$ cat config.mk
export PLATFORM = sky130hd
export DESIGN_NAME = pulse_stretcher
export DESIGN_NICKNAME = d
export VERILOG_FILES = /design/src/rtl/pulse_stretcher.sv
export SDC_FILE = /design/constraint.sdc
export NUM_CORES = 1
export LEC_CHECK = 0
export BUFFER_PORTS_ARGS = -buffer_cell sky130_fd_sc_hd__buf_2
export CAP_MARGIN = 25
export CORE_MARGIN = 3
export CORE_UTILIZATION = 49
export DETAILED_ROUTE_END_ITERATION = 10
export GPL_ROUTABILITY_DRIVEN = 0
export GPL_TIMING_DRIVEN = 1
export HOLD_SLACK_MARGIN = 0.06
export PLACE_DENSITY = 0.72
export SYNTH_ARGS = -nofsm -noshare
export SYNTH_HDL_FRONTEND = slang
export SYNTH_SLANG_ARGS = --single-unit
$ cat constraint.sdc
create_clock -name clk -period 1.55 [get_ports clk]
set_input_delay 0.0775 -clock clk [delete_from_list [all_inputs] [get_ports clk]]
set_output_delay 0.0775 -clock clk [all_outputs]
set_load 0.03 [all_outputs]
$ cat src/rtl/pulse_stretcher.sv
// rtl/pulse_stretcher.sv - stretches single-cycle pulses into fixed-width levels, queueing overlaps
module pulse_stretcher #(
  parameter int HIGH_CYCLES = 4,
  parameter int GAP_CYCLES  = 2,
  parameter int PEND_W      = 2
) (
  input  logic              clk,
  input  logic              rst,
  input  logic              sp_i,
  input  logic              clr_i,
  output logic              level_o,
  output logic              busy_o,
  output logic [PEND_W-1:0] pend_o,
  output logic              ovf_o
);

  localparam int MAX_CYC = (HIGH_CYCLES > GAP_CYCLES) ? HIGH_CYCLES : GAP_CYCLES;
  localparam int CNT_W   = $clog2(MAX_CYC + 1);
  localparam logic [CNT_W-1:0]  HIGH_LAST = CNT_W'(HIGH_CYCLES - 1);
  localparam logic [CNT_W-1:0]  GAP_LAST  = CNT_W'(GAP_CYCLES - 1);
  localparam logic [PEND_W-1:0] PEND_MAX  = '1;

  typedef enum logic [1:0] {S_IDLE, S_HIGH, S_GAP} state_t;

  state_t            r_state, w_state_nxt;
  logic [CNT_W-1:0]  r_cnt, w_cnt_nxt;
  logic [PEND_W-1:0] r_pend, w_pend_nxt;
  logic              r_level, r_busy, r_ovf;
  logic              w_ovf_set, w_level_nxt, w_busy_nxt, w_ovf_nxt;

  always_ff @(posedge clk or negedge rst) begin
    if (!rst) begin
      r_state <= S_IDLE;
      r_cnt   <= '0;
      r_pend  <= '0;
      r_level <= 1'b0;
      r_busy  <= 1'b0;
      r_ovf   <= 1'b0;
    end else begin
      r_state <= w_state_nxt;
      r_cnt   <= w_cnt_nxt;
      r_pend  <= w_pend_nxt;
      r_level <= w_level_nxt;
      r_busy  <= w_busy_nxt;
      r_ovf   <= w_ovf_nxt;
    end
  end

  always_comb begin
    w_state_nxt = r_state;
    w_cnt_nxt   = r_cnt;
    w_pend_nxt  = r_pend;
    w_ovf_set   = 1'b0;
    case (r_state)
      S_IDLE: begin
        if (sp_i) begin
          w_state_nxt = S_HIGH;
          w_cnt_nxt   = '0;
        end
      end
      S_HIGH: begin
        if (r_cnt == HIGH_LAST) begin
          w_state_nxt = S_GAP;
          w_cnt_nxt   = '0;
        end else begin
          w_cnt_nxt = r_cnt + 1'b1;
        end
        if (sp_i) begin
          if (r_pend != PEND_MAX) w_pend_nxt = r_pend + 1'b1;
          else                    w_ovf_set  = 1'b1;
        end
      end
      S_GAP: begin
        if (r_cnt == GAP_LAST) begin
          w_cnt_nxt = '0;
          // A pulse arriving on the exit edge replaces the one being consumed.
          if (r_pend != '0) begin
            w_state_nxt = S_HIGH;
            if (!sp_i) w_pend_nxt = r_pend - 1'b1;
          end else if (sp_i) begin
            w_state_nxt = S_HIGH;
          end else begin
            w_state_nxt = S_IDLE;
          end
        end else begin
          w_cnt_nxt = r_cnt + 1'b1;
          if (sp_i) begin
            if (r_pend != PEND_MAX) w_pend_nxt = r_pend + 1'b1;
            else                    w_ovf_set  = 1'b1;
          end
        end
      end
      default: begin
        w_state_nxt = S_IDLE;
        w_cnt_nxt   = '0;
      end
    endcase
  end

  always_comb begin
    w_level_nxt = (w_state_nxt == S_HIGH);
    w_busy_nxt  = (w_state_nxt != S_IDLE);
    if (w_ovf_set)  w_ovf_nxt = 1'b1;
    else if (clr_i) w_ovf_nxt = 1'b0;
    else            w_ovf_nxt = r_ovf;
  end

  assign level_o = r_level;
  assign busy_o  = r_busy;
  assign pend_o  = r_pend;
  assign ovf_o   = r_ovf;

endmodule

==> results.yml <==
logic_synthesis:
  synth_seq_cells: 10
  synth-seq-area-share_pct: 34.9
  synth_cell_types: 28
  syn_avg_cell_area_um2: 9.43
  yosysWarnings: 0
  synth_edf_count: 0
  synthCells: 76
  synthArstFlopShare_pct: 100
  syn_nets: 91
  syn_area_um2: 717
  synth_ff_type: "dfrtp_1"
floorplanning:
  start_util_pct: 53.8
  die_w_um: 44.3
  die_area_um2: 1960
  die_y_um: 44.3
  coreArea_um2: 1330
  rows: 13
  ioPinCount: 9
cts:
  clkSlewWorstSetupHoldPaths_ns: 0.08
  root_buffer: "clkbuf_4"
  cts.sinks: 10
  htree_levels: 1
  cts_max_path_buffers: 2
  clock_latency_ns: 0.27
  numCtsBuffers: 3
  cts_tree: "yes"
critical_path:
  cp.required_ns: 1.76
  path_class: "register to register"
  reg2reg_depth: 6
  cp_max_fo: 4
  cp.arrival_ns: 1.74
  start_kind: "register"
  critPathCaptureType: "register"
place:
  pre_cts_ws_ns: -0.0338
  hpwlAfterDp_um: 1060
  io_buffers: 8
  dpl_cell_area_um2: 810
  dp_cells: 103
sta:
  period_share_pct: 98.8
  slew_viol_final: 0
  fin_crit_ns: 1.53
  rsz0062_at_grt: "yes"
  hold_slack_ns: 0.0873
  final.setup.tns_ns: 0
  fmax_ghz: 0.653
  setup_viol: 0
  slew_headroom_pct: 81.2
  hold_violations: 0
  tightest_slew_ns: 0.280
  fin_ws_ns: 0.0185
  finalClockSkew_ns: 0.00484
pwr:
  seqPwrFrac_pct: 25.8
  p_total_mw: 1.75
  p_comb_share_pct: 60.3
  swShare_pct: 44.0
  p_switching_mw: 0.770
  ir_drop_mv: 0.932
  p_clk_share_pct: 13.9
  p_leak_nw: 0.430
  power.density_nw_per_um2: 1830
  power.internal_mw: 0.981
detailed_routing:
  wl_met1_um: 719
  drtIter0Drc: 24
  dr_wl_met3_um: 48
  vias_per_cell: 5.51
  highest_layer: "met4"
  via_count: 612
  wire_per_inst_um: 13.7
  drcViolationCount: 0
  firstDrtPassIters: 4
  wl_met2_um: 718
  drtAntennaViolNets: 0
  routed_wl_um: 1520
global_route:
  grt_pass1_vias: 630
  grt_max_degree: 11
  grt-ovfl-total: 0
  grt_pass1_wl_um: 2570
  antenna_found_initial: 0
  grt_usage_pct: 17.7
finish:
  fin_area_um2: 955
  nets: 112
  n_antenna_cell: 0
  utilization_pct: 71.6
  final_cells: 111
  nFillCells: 96
  layout-drive-gt1-share_pct: 39.6
  final_cell_mix: "8 x inv_1, 8 x buf_2, 8 x buf_4"
  synthToLayoutAreaGrowth_pct: 33.2
min_path:
  hp-class: "input port to register"
  whs_path_depth: 2
run_status:
  status: "finished, final reports clean"
job:
  cap_viol_max_count: 0
==> area by class of cell <==
cell class / count / area, um^2 / share of cell area (%)
Clock buffer: 4 / 36.3 / 3.80
Inverter: 11 / 41.3 / 4.33
Multi-Input combinational cell: 53 / 483 / 50.6
Sequential cell: 10 / 255 / 26.7
Tap cell: 15 / 18.8 / 1.97
Timing Repair Buffer: 18 / 120 / 12.6
==> synthesized netlist by cell type (all sizes together), types with 2 or more instances <==
master	count	area share [%]
nand2b	3	2.6
dfrtp	10	35
nand3b	2	2.1
ha	11	19
a21oi	4	2.8
o31ai	2	2.1
a221o	2	2.8
a22o	2	2.4
nor2	6	3.1
nor2b	2	2.1
o21ai	3	2.1
inv	11	5.8
o22ai	2	1.7
nand2	4	2.1
buf	2	2.3
==> flip-flops by register name (all words and copies together) (netlist names) <==
| register | cells |
|---|---|
| level_o | 1 |
| ovf_o | 1 |
| r_state | 2 |
| r_cnt | 3 |
| pend_o | 2 |
| busy_o | 1 |
==> power groups by stage <==
stage	sequential, mW	clock (mW)	combinational, mW
3_5_place_dp	0.440	0	0.923
5_1_grt	0.465	0.263	1.17
4_1_cts	0.434	0.249	0.949
2_1_floorplan	0.571	0	0.502
6_report	0.452	0.243	1.06
3_3_place_gp	0.433	0	0.908
==> cell families (layout without fill, tap and decap cells) <==
logic type      after synthesis  in the layout  synth area share, %
flops                        10             10                 34.9
simple gates                 23             23                 19.4
xor+xnor                      1              1                 1.22
fa+ha+maj                    11             11                 19.2
buf+inv                      13             33                 8.03
compound gates               18             18                 17.3
==> per-layer routing <==
| metal | track usage [%] | vias to the layer above |
|---|---|---|
| met1 | 21.3 | 290 |
| met3 | 3.66 | 5 |
| met4 | 9.64 | 0 |
| li1 | - | 303 |
| met5 | 0 | - |
| met2 | 29.4 | 14 |
==> worst paths after layout <==
check                                     start               endpoint  slack, ns
min in group asynchronous                   rst  pend_o[0]$_DFFE_PN0P_       0.20
min reg2reg                   ovf_o$_DFFE_PN0P_      ovf_o$_DFFE_PN0P_       0.53
max reg2reg                r_cnt[1]$_DFFE_PN0P_  pend_o[0]$_DFFE_PN0P_       0.02
max in group asynchronous                   rst   r_cnt[0]$_DFFE_PN0P_       1.13
min                                        sp_i  pend_o[1]$_DFFE_PN0P_       0.09
max                        r_cnt[1]$_DFFE_PN0P_  pend_o[0]$_DFFE_PN0P_       0.02
==> critical path: stages (launching register included) <==
cell and delay, ns:
dfrtp_1 0.42, inv_1 0.10, ha_4 0.19, and3b_4 0.18, or3_1 0.35, o21ai_1 0.08, a221o_1 0.14
==> repair_timing <==
item	in CTS	in global routing
gates resized for setup	2	12
hold endpoints to repair	11	0
setup endpoints to repair	2	5
buffers inserted	0	2
pin swaps	0	3
hold buffers	2	0
Power figures use the tool's default switching activity.
